[src/rtl/led_fx_sequencer.sv]
// LED effect sequencer: holds one duty value per PWM channel, runs scan/fill/breathe/off
// effects on step/decay ticks and streams the full duty table to the PWM bank after each update.
module led_fx_sequencer #(
    parameter int CHANNELS  = 18,
    parameter int DUTY_MAX  = 200,
    parameter int STEP_DIV  = 2500000,
    parameter int DECAY_DIV = 125000
) (
    input  logic       CLOCK_50,
    input  logic       RESET,
    input  logic       enable,
    input  logic [1:0] mode,
    output logic       wr_valid,
    output logic [4:0] wr_addr,
    output logic [7:0] wr_data,
    input  logic       wr_ready,
    output logic [4:0] position,
    output logic       busy
);
    // state    | meaning
    // S_IDLE   | waiting for a pending step/decay tick
    // S_UPDATE | one cycle: apply effect (or mode-change clear), consume pending ticks
    // S_FLUSH  | write duty[0..CHANNELS-1] to the PWM bank over valid/ready

    localparam int         SW        = $clog2(STEP_DIV + 1);
    localparam int         DW        = $clog2(DECAY_DIV + 1);
    localparam logic [4:0] LAST      = 5'(CHANNELS - 1);
    localparam logic [7:0] DMAX      = 8'(DUTY_MAX);
    localparam logic [1:0] M_SCAN    = 2'd0;
    localparam logic [1:0] M_FILL    = 2'd1;
    localparam logic [1:0] M_BREATHE = 2'd2;

    typedef enum logic [1:0] {S_IDLE, S_UPDATE, S_FLUSH} state_t;
    state_t r_state, w_next_state;

    logic [SW-1:0] r_step_cnt;
    logic [DW-1:0] r_decay_cnt;
    logic          r_step_pend, r_decay_pend;
    logic          w_step_tick, w_decay_tick;
    logic [7:0]    r_duty [CHANNELS];
    logic [4:0]    r_position, r_idx;
    logic          r_dir_up, r_fill, r_level_up;
    logic [7:0]    r_level;
    logic [1:0]    r_applied_mode;
    logic [4:0]    w_scan_next;
    logic [7:0]    w_level_next;

    assign w_step_tick  = enable && (r_step_cnt == SW'(STEP_DIV - 1));
    assign w_decay_tick = enable && (r_decay_cnt == DW'(DECAY_DIV - 1));
    assign w_scan_next  = r_dir_up ? r_position + 5'd1 : r_position - 5'd1;
    assign w_level_next = r_level_up ? r_level + 8'd1 : r_level - 8'd1;

    always_ff @(posedge CLOCK_50 or posedge RESET) begin
        if (RESET) begin
            r_step_cnt  <= '0;
            r_decay_cnt <= '0;
        end else if (!enable) begin
            r_step_cnt  <= '0;
            r_decay_cnt <= '0;
        end else begin
            r_step_cnt  <= w_step_tick ? '0 : r_step_cnt + SW'(1);
            r_decay_cnt <= w_decay_tick ? '0 : r_decay_cnt + DW'(1);
        end
    end

    // A tick landing in the UPDATE cycle itself is a new event and must survive the clear.
    always_ff @(posedge CLOCK_50 or posedge RESET) begin
        if (RESET) begin
            r_step_pend  <= 1'b0;
            r_decay_pend <= 1'b0;
        end else if (!enable) begin
            r_step_pend  <= 1'b0;
            r_decay_pend <= 1'b0;
        end else begin
            r_step_pend  <= w_step_tick  | (r_step_pend  & (r_state != S_UPDATE));
            r_decay_pend <= w_decay_tick | (r_decay_pend & (r_state != S_UPDATE));
        end
    end

    always_ff @(posedge CLOCK_50 or posedge RESET) begin
        if (RESET) r_state <= S_IDLE;
        else       r_state <= w_next_state;
    end

    always_comb begin
        w_next_state = r_state;
        case (r_state)
            S_IDLE:   if (enable && (r_step_pend || r_decay_pend || w_step_tick || w_decay_tick))
                          w_next_state = S_UPDATE;
            S_UPDATE: w_next_state = S_FLUSH;
            S_FLUSH:  if (wr_ready && r_idx == LAST) w_next_state = S_IDLE;
            default:  w_next_state = S_IDLE;
        endcase
    end

    always_ff @(posedge CLOCK_50 or posedge RESET) begin
        if (RESET)                              r_idx <= '0;
        else if (r_state == S_FLUSH && wr_ready) r_idx <= (r_idx == LAST) ? 5'd0 : r_idx + 5'd1;
    end

    always_ff @(posedge CLOCK_50 or posedge RESET) begin
        if (RESET) begin
            for (int i = 0; i < CHANNELS; i++) r_duty[i] <= '0;
            r_position     <= '0;
            r_dir_up       <= 1'b1;
            r_fill         <= 1'b1;
            r_level        <= '0;
            r_level_up     <= 1'b1;
            r_applied_mode <= '0;
        end else if (r_state == S_UPDATE) begin
            if (mode != r_applied_mode) begin
                for (int i = 0; i < CHANNELS; i++) r_duty[i] <= '0;
                r_position     <= '0;
                r_dir_up       <= 1'b1;
                r_fill         <= 1'b1;
                r_level        <= '0;
                r_level_up     <= 1'b1;
                r_applied_mode <= mode;
            end else begin
                case (mode)
                    M_SCAN: begin
                        if (r_decay_pend)
                            for (int i = 0; i < CHANNELS; i++)
                                if (r_duty[i] != 8'd0) r_duty[i] <= r_duty[i] - 8'd1;
                        // Later NBA wins, so the freshly lit channel overrides its own decay.
                        if (r_step_pend) begin
                            r_duty[r_position] <= DMAX;
                            r_position         <= w_scan_next;
                            if (w_scan_next == LAST)      r_dir_up <= 1'b0;
                            else if (w_scan_next == 5'd0) r_dir_up <= 1'b1;
                        end
                    end
                    M_FILL: begin
                        if (r_step_pend) begin
                            r_duty[r_position] <= r_fill ? DMAX : 8'd0;
                            if (r_position == LAST) begin
                                r_position <= '0;
                                r_fill     <= ~r_fill;
                            end else begin
                                r_position <= r_position + 5'd1;
                            end
                        end
                    end
                    M_BREATHE: begin
                        if (r_decay_pend) begin
                            r_level <= w_level_next;
                            if (w_level_next == DMAX)      r_level_up <= 1'b0;
                            else if (w_level_next == 8'd0) r_level_up <= 1'b1;
                            for (int i = 0; i < CHANNELS; i++) r_duty[i] <= w_level_next;
                        end
                    end
                    default: begin
                        for (int i = 0; i < CHANNELS; i++) r_duty[i] <= '0;
                    end
                endcase
            end
        end
    end

    assign wr_valid = (r_state == S_FLUSH);
    assign wr_addr  = r_idx;
    assign wr_data  = r_duty[r_idx];
    assign position = r_position;
    assign busy     = (r_state != S_IDLE);

endmodule
[config.mk]
export PLATFORM = sky130hd
export DESIGN_NAME = led_fx_sequencer
export DESIGN_NICKNAME = d
export VERILOG_FILES = /design/src/rtl/led_fx_sequencer.sv
export SDC_FILE = /design/constraint.sdc
export NUM_CORES = 1
export LEC_CHECK = 0
export CAP_MARGIN = 20
export CORE_UTILIZATION = 59
export DETAILED_ROUTE_END_ITERATION = 10
export PLACE_DENSITY = 0.83
export RECOVER_POWER = 100
export SYNTH_ARGS = -nofsm -noshare
export SYNTH_HDL_FRONTEND = slang
export SYNTH_SLANG_ARGS = --single-unit
[constraint.sdc]
create_clock -name CLOCK_50 -period 24.3 [get_ports CLOCK_50]
set_input_delay 6.075 -clock CLOCK_50 [delete_from_list [all_inputs] [get_ports CLOCK_50]]
set_output_delay 6.075 -clock CLOCK_50 [all_outputs]
set_load 0.005 [all_outputs]
; Yosys cells after proc, flatten, opt, wreduce, memory -nomap -nowiden
; Index checks and enable logic that the tools add are counted.
[word_totals]
word_cells = 202
regBits = 210
[classes]
add_sub_neg = 25
order_cmp = 3
n_bitwise = 10
eq_ne = 17
n_mux = 68
n_reduce_logical = 49
[op_table]
columns = cell, n
row1 = 2-to-1 mux 144 bit, 8
row2 = one-hot mux 144 bit (3 select lines), 1
row3 = 2-to-1 mux 8 bit, 26
row4 = subtractor 8 x 1 -> 8 bit (second input constant), 19
row5 = bitwise mux 144 bit, 1
row6 = nonzero test 8 bit, 18
row7 = bitwise AND 90 bit, 1
row8 = NOT 90 bit, 1
row9 = bitwise OR 54 bit, 1
row10 = 2-to-1 mux 22 bit, 2
row11 = binary-select mux 8 bit (select 5 bit), 1
row12 = demux 8 bit (select 5 bit), 1
row13 = 2-to-1 mux 17 bit, 2
row14 = 2-to-1 mux 5 bit, 6
row15 = adder 22 x 1 -> 22 bit (second input constant), 1
row16 = equality test 22 bit (second input constant), 1
row17 = adder 17 x 1 -> 17 bit (second input constant), 1
row18 = equality test 17 bit (second input constant), 1
row19 = 2-to-1 mux 1 bit, 16
row20 = AND reduction 4 bit, 4
row21 = equality test 5 bit (second input constant), 3
row22 = nonzero test 2 bit, 7
row23 = >= comparator 6 bit (second input constant), 2
row24 = NOT 5 -> 6 bit, 2
row25 = 25 further kinds, 46

; Logic depth before layout (Yosys ltp)
; Gate-level depths: netlist of run 1.
[depth]
ltp_word = 10
ltp_mapped = 10
mapped_depth_nobuf = 8

; Least setup slack after synthesis of run 1
; OpenSTA, ideal clock, no wires.
[synth_path]
kind = register to output
startpoint = register r_idx[0] (netlist: wr_addr[0])
endpoint = output port wr_data[0]
required_ps = 18225
t_arrival_ps = 2090
path_stages_with_launch = 7
path_slack_ps = 16135
cell_sequence = dfrtp_1 clkbuf_1 buf_2 mux4_2 mux4_2 inv_1 o22ai_1
[synth_via]
elab_chain_cells = 4
[synth_rtl]
columns = element, line
row1 = "start, declared", 41  ; logic [4:0] r_position, r_idx;
row2 = "start signal, assigned", 98  ; else if (r_state == S_FLUSH && wr_ready) r_idx <= (r_idx == LAST) ? 5'd0 : r_idx + 5'd1;
row3 = NOT 5 -> 6 bit (not written as such), 162  ; assign wr_data = r_duty[r_idx];
row4 = binary-select mux 8 bit (select 5 bit), 162
row5 = 2-to-1 mux 8 bit (not written as such) (2 in a row), 162
row6 = "end, declared", 15  ; output logic [7:0] wr_data,
; No other way between the ends. The select of a mux whose other input is x is not followed.

; Final worst setup path of run 1
[layout_path]
startpoint = input port mode[0]
endpoint = register r_duty[15] in the netlist's numbering
[layout_via]
elab_chain_cells = 3
[layout_rtl]
columns = element, line
row1 = "start, declared", 12  ; input logic [1:0] mode,
row2 = inequality test 2 bit (tied with other cells), 111  ; if (mode != r_applied_mode) begin
row3 = inequality test 3 bit (no source line) / one-hot mux 144 bit (3 select lines) (equally long branches), -
row4 = AND reduction 3 bit (no source line) / 2-to-1 mux 144 bit (equally long branches), -
row5 = "end signal, assigned by index", 135  ; r_duty[r_position] <= r_fill ? DMAX : 8'd0;
row6 = "end, declared", 40  ; logic [7:0] r_duty [CHANNELS];
; Parallel ways exist; a longest one is shown, timed or not.
; A chain may end at the register's enable or synchronous reset.

==> metrics.log, run 1 <==
[metrics] run status: finished with violations
[metrics] failing checks: max-capacitance violations, max-slew violations
[metrics] minimum clock period: 12.74 ns
[metrics] Clock Pin Slew Worst Setup and Hold Paths: approximately 0.06 ns
[metrics] dominant combinational cell family by area after synthesis: simple AND/OR/NAND/NOR gates
[metrics] Hold-fix buffers, CTS: 0
[metrics] timing-limited maximum frequency: just under 80 MHz
[metrics] library cells used by synthesis: 82
[metrics] number of buffers created by CTS: 26
[metrics] Tot GR Track Use: 0.390
[metrics] count of endpoints failing hold in the final timing report: 0
[metrics] kind of critical path: in -> reg
[metrics] maximum VDD drop: 0.0518 mV
[metrics] WP data arrival: 13.17 ns
[metrics] post-synth top area share: 0.319
[metrics] remaining global-route overflow: 0
[metrics] most instantiated flip-flop cell in the synthesis netlist: sky130_fd_sc_hd__dfrtp_1
[metrics] worst-path fanout max: 54
[metrics] global-route wire length before repair: 86.2 mm
[metrics] simple-gate share of the synthesized area: 0.239
[metrics] Horiz. Die Dim: roughly 170 um
[metrics] number of flops mapped to enable cells by yosys: 0
[metrics] CTS tree: built
[metrics] Non-Filler Cell Area, Final: 17400 um^2
[metrics] number of max-slew violations in the final report: 637
[metrics] fraction of layout cells with a size suffix above 1: 0.0744
[metrics] vias per std cell: 7.27
[metrics] DP Worst Slack: 14.71 ns
[metrics] row count: 60
[metrics] # DRC: 0
[metrics] net total in the final layout: 1987
[metrics] leading cell types by total area after synthesis: sky130_fd_sc_hd__dfrtp_1, sky130_fd_sc_hd__nand2_1, sky130_fd_sc_hd__o21ai_0
[metrics] xor and xnor area share after synthesis: 0.0400
[metrics] max-capacitance violation count: 12
[metrics] area inside the core boundary: 27000 um^2
[metrics] average instance area after synthesis: 8.18 um^2
[metrics] fraction of synthesized area in multiplexers: 0.0705
[metrics] count of buffers from port buffering: 25
[metrics] Register-to-Register Path Depth: 6
[metrics] ys async rst share: 1.00
[metrics] Antenna diodes: 0
[metrics] synthesis-stage register bit count: 210
[metrics] via count of the first global-routing pass: 15649
[metrics] GPL Wtd Cong: 1.02
[metrics] adder-cell share of the synthesized area: 0.0406
[metrics] worst slew pin tran: around 3.7 ns
[metrics] Routed Wire Length: 55.0 mm
[metrics] Lkg Pwr: ~7.2 nW
[metrics] Worst Hold Path Cells: 1
[metrics] initial antenna violation count: 0
[metrics] Power per Cell Area: 54.6 nW/um^2
[metrics] vertical die dimension: 168 um
[metrics] setup repair after global routing missed its margin: false
[metrics] worst setup margin: approximately 12 ns
[metrics] estimated wirelength of the detail-placed design: 36.5 mm
[metrics] quantity of gates resized following cts: 0
[metrics] # Post-CTS Setup Buffers: 0
[metrics] path type of the worst min-delay path: reg -> reg
[metrics] post-synthesis compound-gate area fraction: 0.236
[metrics] Placement Cell Area: 16600 um^2
[metrics] H-tree Lvls: 1
[metrics] register area share after synthesis: 0.324
[metrics] maximum number of pins on one net before global-route repair: 77
[metrics] area of combinational cells with multiple inputs: 10200 um^2
[metrics] worst slew margin relative to its limit: -1.47
[metrics] First DRT Iteration DRCs: 2521
[metrics] storage element area: about 5300 um^2
[metrics] Ys Warns: 0
[metrics] largest buffer count on any clock path: 3
[metrics] synthesized instance count: 1982
[metrics] initial core utilization: 0.602
[metrics] Die Outline Area: 28200 um^2
[metrics] routed wire length per instance: 24.0 um
[metrics] WP data required: 24.73 ns
[metrics] sort of element at the start of the critical path: input pin
[metrics] final worst path period share: 0.524
[metrics] sinks on the clock net: 210
[metrics] fill cell instance count of the final layout: 2238
[metrics] length of the first detailed-routing pass in iterations: 9
[metrics] number of endpoints failing setup at the final stage: 0
[metrics] count of boundary I/O pins: 26
[metrics] synthesis-to-finish area growth: 7.04%
[metrics] number of nets still failing antenna checks after routing: 0
[metrics] syn_nets: around 2000
[metrics] Crit. End Element: register
[metrics] source-to-sink clock delay at the later pin of the worst-skew pair: around 0.55 ns
[metrics] total via count after detailed routing: 16644
[metrics] CTS Root Buffer Type: sky130_fd_sc_hd__clkbuf_16
[metrics] post-synth top area cell: sky130_fd_sc_hd__dfrtp_1
[metrics] area of the mapped netlist: 16200 um^2
[metrics] worst clock skew: 0.0167 ns
[metrics] final setup TNS: 0 ns
[synth_stat cells, types with 12 or more instances]
cell / instances
sky130_fd_sc_hd__o211ai_1: 21
sky130_fd_sc_hd__o31ai_1: 20
sky130_fd_sc_hd__nand2b_1: 20
sky130_fd_sc_hd__a211oi_1: 20
sky130_fd_sc_hd__inv_1: 73
sky130_fd_sc_hd__nor4_1: 23
sky130_fd_sc_hd__nand4_1: 27
sky130_fd_sc_hd__o22ai_1: 30
sky130_fd_sc_hd__a22o_1: 40
sky130_fd_sc_hd__nand2_1: 273
sky130_fd_sc_hd__a31oi_1: 44
sky130_fd_sc_hd__a221o_1: 18
sky130_fd_sc_hd__xor2_1: 40
sky130_fd_sc_hd__mux4_2: 40
sky130_fd_sc_hd__nor2b_1: 25
sky130_fd_sc_hd__mux2i_1: 22
sky130_fd_sc_hd__and3_1: 17
sky130_fd_sc_hd__a21oi_1: 104
sky130_fd_sc_hd__nand3_1: 85
sky130_fd_sc_hd__clkbuf_1: 109
sky130_fd_sc_hd__or3_1: 12
sky130_fd_sc_hd__a221oi_1: 17
sky130_fd_sc_hd__a21boi_0: 12
sky130_fd_sc_hd__a21o_1: 13
sky130_fd_sc_hd__nor2_1: 132
sky130_fd_sc_hd__or4_1: 14
sky130_fd_sc_hd__dfrtp_1: 207
sky130_fd_sc_hd__o21ai_0: 190
sky130_fd_sc_hd__xnor2_1: 34
sky130_fd_sc_hd__nor3_1: 67
sky130_fd_sc_hd__ha_1: 51
[metal layers]
metal / GRT usage / part of all wire
met2: 0.590 / 0.42
met5: 0 / 0
met3: 0.102 / 0.14
met1: 0.510 / 0.37
met4: 0.217 / 0.064
[logic make-up after synthesis]
kind of cell | count (synthesis)
simple gates | 781
compound gates | 595
flops | 210
buf+inv | 206
xor+xnor | 74
mux | 64
fa+ha+maj | 52
[report_power, final]
part | switching [W] | internal [W] | leakage, nW
logic | 0.000109 | 0.0000889 | 3.94
registers | 0.0000148 | 0.000356 | 2.81
clock network | 0.000164 | 0.000215 | 0.405
total | 0.000288 | 0.000660 | 7.15
[path summary, 6_finish.rpt]
| check | from | to | slack (ns) |
|---|---|---|---|
| hold / removal | r_level[3]$_DFFE_PP0P_ | r_level[3]$_DFFE_PP0P_ | 0.48 |
| hold reg to reg | r_level[3]$_DFFE_PP0P_ | r_level[3]$_DFFE_PP0P_ | 0.48 |
| setup / recovery | mode[0] | r_duty[15]$_DFFE_PP0P_ | 11.56 |
| setup reg to reg | r_state[0]$_DFFE_PP0P_ | r_duty[99]$_DFFE_PP0P_ | 18.58 |
| min in group asynchronous | RESET | r_step_cnt[19]$_DFF_PP0_ | 6.98 |
| max in group asynchronous | RESET | r_decay_pend$_DFF_PP0_ | 12.48 |
[per-stage QoR]
stage	util	total power (W)	hold slack (ns)	cells
floorplan	-	0.000500	0.450	1982
global placement	0.616	0.000563	0.467	2242
detailed placement	0.616	0.000567	0.473	2242
CTS	0.647	0.000943	0.487	2290
global route	0.644	0.000976	0.498	2290
finish	0.644	0.000948	0.482	2290
[worst max-delay path, cell delays in order]
cell	delay, ns
sky130_fd_sc_hd__buf_2	0.08
sky130_fd_sc_hd__clkbuf_1	1.87
sky130_fd_sc_hd__xnor2_1	0.37
sky130_fd_sc_hd__and2_0	0.36
sky130_fd_sc_hd__nand3_1	1.49
sky130_fd_sc_hd__clkbuf_1	1.90
sky130_fd_sc_hd__nor3_1	0.53
sky130_fd_sc_hd__a221o_1	0.46
[final cells by class]
| cell class | count | area share |
|---|---|---|
| clock buffer | 34 | 0.0427 |
| clock inverter | 14 | 0.00505 |
| inverter | 74 | 0.0161 |
| multi-input combinational | 1566 | 0.586 |
| sequential | 210 | 0.303 |
| tap | 341 | 0.0246 |
| timing repair buffer | 51 | 0.0226 |
[placed cells by master (no fill, tap or decap), drive strengths merged, types with 44 or more instances in the layout]
master,Yosys,routed
a21oi,104,104
a31oi,44,44
clkbuf,109,47
dfrtp,207,207
ha,51,51
inv,73,72
nand2,274,274
nand3,85,85
nor2,132,132
nor3,67,67
o21ai,192,192
[sequential cells by signal, indices dropped and copies added, names as in the netlist]
| signal | count |
|---|---|
| r_step_pend | 1 |
| r_applied_mode | 2 |
| r_state | 2 |
| r_decay_cnt | 17 |
| wr_addr | 5 |
| r_fill | 1 |
| r_level | 8 |
| r_dir_up | 1 |
| r_step_cnt | 22 |
| r_level_up | 1 |
| position | 5 |
| r_duty | 144 |
| r_decay_pend | 1 |
(Power assumes the default switching activity.)
==> inputs of run 2 (changes only) <==
- CORE_UTILIZATION: 59 -> 58
- PLACE_DENSITY: 0.83 -> 0.85
- clock period: 24.3 -> 11.4 ns (I/O delays scaled with it)
==> run 2 against run 1 <==
  * The flow still finishes with violations (max-capacitance violations, max-slew violations)
  * Utilization is 0.13 points lower
  * Combinational power is 120% higher
  * Final area is 0.63% higher
  * Critical path depth is 1 higher
  * Clock power is 120% higher
  * Clock skew is 0.0084 ns lower
  * Global-route usage is 0.46 points higher
  * Sequential cell count stayed put
  * Sequential power is 110% higher
  * Wire length is 2.5% higher
==> metrics.log, run 2 (synthesis results as in run 1) <==
[metrics] cells traversed along the worst timing path: buf_2 > clkbuf_1 > xnor2_1 > and2_0 > and3_2 > clkbuf_1 > nand3_1 > nor2_1 > a221o_1 (was buf_2 > clkbuf_1 > xnor2_1 > and2_0 > nand3_1 > clkbuf_1 > nor3_1 > a221o_1)
[metrics] count of buffers from port buffering: 25 (unchanged)
[metrics] worst-path fanout max: 53 (was 54)
[metrics] registers with the most flip-flops: r_duty: 144 flops, r_step_cnt: 22 flops, r_decay_cnt: 17 flops (unchanged)
[metrics] remaining global-route overflow: 0 (unchanged)
[metrics] number of endpoints failing setup at the final stage: 0 (unchanged)
[metrics] total placed cells including tap cells: 2276 (was 2242)
[metrics] Power per Cell Area: 117 nW/um^2 (was 54.6 nW/um^2)
[metrics] First DRT Iteration DRCs: 3153 (was 2521)
[metrics] commonest non-fill, non-tap cells in the layout: sky130_fd_sc_hd__nand2_1, sky130_fd_sc_hd__dfrtp_1, sky130_fd_sc_hd__o21ai_0 (unchanged)
[metrics] CTS Root Buffer Type: sky130_fd_sc_hd__clkbuf_16 (unchanged)
[metrics] estimated wirelength of the detail-placed design: 36.7 mm (was 36.5 mm)
[metrics] area inside the core boundary: 27200 um^2 (was 27000 um^2)
[metrics] number of buffers created by CTS: 26 (unchanged)
[metrics] length of the first detailed-routing pass in iterations: 9 (unchanged)
[metrics] setup slack, reg-to-reg: 6.05 ns (was 18.58 ns)
[metrics] # DRC: 0 (unchanged)
[metrics] Hold-fix buffers, CTS: 0 (unchanged)
[metrics] dominant delay contributor by cell family on the critical path: buffers and inverters (unchanged)
[metrics] worst setup margin: 2.75 ns (was 11.56 ns)
[metrics] path type of the worst min-delay path: reg -> reg (unchanged)
[metrics] count of boundary I/O pins: 26 (unchanged)
[metrics] minimum clock period: 8.65 ns
[metrics] DP Worst Slack: 5.34 ns (was 14.71 ns)
[metrics] Lkg Pwr: 7.19 nW (was 7.15 nW)
[metrics] count of endpoints failing hold in the final timing report: 0 (unchanged)
[metrics] Clock Pin Slew Worst Setup and Hold Paths: 0.06 ns (about the same)
[metrics] CP Depth: 9 (was 8)
[metrics] source-to-sink clock delay at the later pin of the worst-skew pair: 0.55 ns (about the same)
[metrics] number of nets still failing antenna checks after routing: 0 (unchanged)
[metrics] Register-to-Register Path Depth: 9 (was 6)
[metrics] global-route wire length before repair: 87.9 mm (was 86.2 mm)
[metrics] final setup TNS: 0 ns (unchanged)
[metrics] via count of the first global-routing pass: 16114 (was 15649)
[metrics] sort of element at the start of the critical path: input pin (unchanged)
[metrics] quantity of gates resized following cts: 0 (unchanged)
[metrics] initial antenna violation count: 1 (was 0)
[metrics] Horiz. Die Dim: 169 um (was 168 um)
[metrics] synthesis-to-finish area growth: 7.71% (was 7.04%)
[metrics] WP data arrival: 9.14 ns (was 13.17 ns)
[metrics] maximum number of pins on one net before global-route repair: 98 (was 77)
[metrics] CTS tree: built (unchanged)
[metrics] Routed Wire Length: 56.4 mm (was 55.0 mm)
[metrics] source of the worst register-to-register timing path: r_decay_pend$_DFF_PP0_ (was r_state[0]$_DFFE_PP0P_)
[metrics] reg2reg end: r_duty[23]$_DFFE_PP0P_ (was r_duty[99]$_DFFE_PP0P_)
[metrics] failing checks: max-capacitance violations, max-slew violations (unchanged)
[metrics] slowest library cell on the worst path: sky130_fd_sc_hd__clkbuf_1 (unchanged)
[metrics] fill cell instance count of the final layout: 2300 (was 2238)
[metrics] Crit. End Element: register (unchanged)
[metrics] Tot GR Track Use: 0.394 (was 0.390)
[metrics] worst slew margin relative to its limit: -1.90 (was -1.47)
[metrics] count of buffer and inverter cells on the critical path: 3 (unchanged)
[metrics] vertical die dimension: 169 um (was 168 um)
[metrics] Biggest register: r_duty (unchanged)
[metrics] WP data required: 11.89 ns (was 24.73 ns)
[metrics] H-tree Lvls: 1 (unchanged)
[metrics] most frequent standard cell in the layout excluding fill and tap cells: sky130_fd_sc_hd__nand2_1 (unchanged)
[metrics] # Post-CTS Setup Buffers: 0 (unchanged)
[metrics] net total in the final layout: 1991 (was 1987)
[metrics] vias per std cell: 7.25 (was 7.27)
[metrics] number of max-slew violations in the final report: 410 (was 637)
[metrics] maximum VDD drop: 0.157 mV (was 0.0518 mV)
[metrics] final worst path period share: 0.759
[metrics] Antenna diodes: 0 (unchanged)
[metrics] kind of critical path: in -> reg (unchanged)
[metrics] fraction of layout cells with a size suffix above 1: 0.0768 (was 0.0744)
[metrics] first element of the critical path: mode[0] (unchanged)
[metrics] slowest stage delay, CP: 2.28 ns (was 1.90 ns)
[metrics] initial core utilization: 0.597 (was 0.602)
[metrics] Top cell by count, worst path: sky130_fd_sc_hd__clkbuf_1 (unchanged)
[metrics] largest buffer count on any clock path: 3 (unchanged)
[metrics] sinks on the clock net: 210 (unchanged)
[metrics] setup repair after global routing missed its margin: false (unchanged)
[metrics] routed wire length per instance: 24.3 um (was 24.0 um)
[metrics] row count: 60 (unchanged)
[metrics] number of flip-flops in the largest register: 144 (unchanged)
[metrics] worst clock skew: 0.00838 ns (was 0.0167 ns)
[metrics] worst slew pin tran: 4.33 ns (was 3.70 ns)
[metrics] GPL Wtd Cong: 1.03 (was 1.02)
[metrics] max-capacitance violation count: 9 (was 12)
[metrics] Worst setup endpoint: r_duty[23]$_DFFE_PP0P_ (was r_duty[15]$_DFFE_PP0P_)
[metrics] total via count after detailed routing: 16849 (was 16644)
[metrics] run status: finished with violations (unchanged)
[metrics] Die Outline Area: 28600 um^2 (was 28200 um^2)
[metrics] final cell count without fillers: 2324 (was 2290)
[metrics] final core utilization: 0.643 (was 0.644)
[metrics] total power of the final layout: 0.00205 W (was 0.000948 W)
[metrics] timing-limited maximum frequency: 116 MHz
run 2: changes by cell type in the layout (fill, tap and decap cells not counted), sizes merged:
cell and change:
clkdlybuf4s50 +2, bufinv +1, dlygate4sd3 -2, clkinvlp -1, clkinv -3, buf +6
run 2: where the power goes:
group          leakage (nW)  switching (W)  internal (W)  total, W
clock                 0.413       0.000349      0.000481  0.000830
sequential             2.81      0.0000299      0.000759  0.000788
combinational          3.97       0.000240      0.000193  0.000432
run 2: final cells by class:
cell class	count	area, um^2	area share
multi-input combinational	1566	10200	0.582
clock inverter	11	103	0.00587
inverter	74	279	0.0160
clock buffer	36	748	0.0428
timing repair buffer	55	447	0.0256
tap	372	465	0.0266
sequential	210	5260	0.301
run 2: worst min-delay path by stage:
| stage | depth (start not counted) | from | slack, ns | end |
|---|---|---|---|---|
| final | 2 | r_level[4]$_DFFE_PP0P_ | 0.49 | r_level[4]$_DFFE_PP0P_ |
| after global placement | 2 | r_level[4]$_DFFE_PP0P_ | 0.47 | r_level[4]$_DFFE_PP0P_ |
| after CTS | 2 | r_level[4]$_DFFE_PP0P_ | 0.49 | r_level[4]$_DFFE_PP0P_ |
| after detailed placement | 2 | r_level[4]$_DFFE_PP0P_ | 0.47 | r_level[4]$_DFFE_PP0P_ |
| after global routing | 2 | r_level[4]$_DFFE_PP0P_ | 0.52 | r_level[4]$_DFFE_PP0P_ |
| after floorplan | 1 | r_step_cnt[0]$_DFF_PP0_ | 0.45 | r_step_cnt[0]$_DFF_PP0_ |
run 2: metrics by stage:
stage / area (um^2) / hold slack (ns)
4_1_cts: 17500 / 0.488
3_3_place_gp: 16700 / 0.469
2_1_floorplan: 16200 / 0.450
5_1_grt: 17500 / 0.518
3_5_place_dp: 16700 / 0.475
6_report: 17500 / 0.487
run 2: per-layer routing:
layer  vias to the layer above  wire [um]  track usage
li1                       7252          -            -
met1                      7923      20200        0.500
met2                      1352      24300        0.610
met3                       322       7620       0.0840
met4                         0       4230        0.259
met5                         -          0            0
run 2: worst register-to-register path: stages (launching register included):
cell,delay [ns]
sky130_fd_sc_hd__dfrtp_2,0.36
sky130_fd_sc_hd__buf_4,0.40
sky130_fd_sc_hd__buf_4,0.65
sky130_fd_sc_hd__nor2b_1,0.11
sky130_fd_sc_hd__o22ai_1,0.19
sky130_fd_sc_hd__and3_2,0.29
sky130_fd_sc_hd__clkbuf_1,2.28
sky130_fd_sc_hd__nand3_1,0.60
sky130_fd_sc_hd__nor2_1,0.26
sky130_fd_sc_hd__a221o_1,0.14
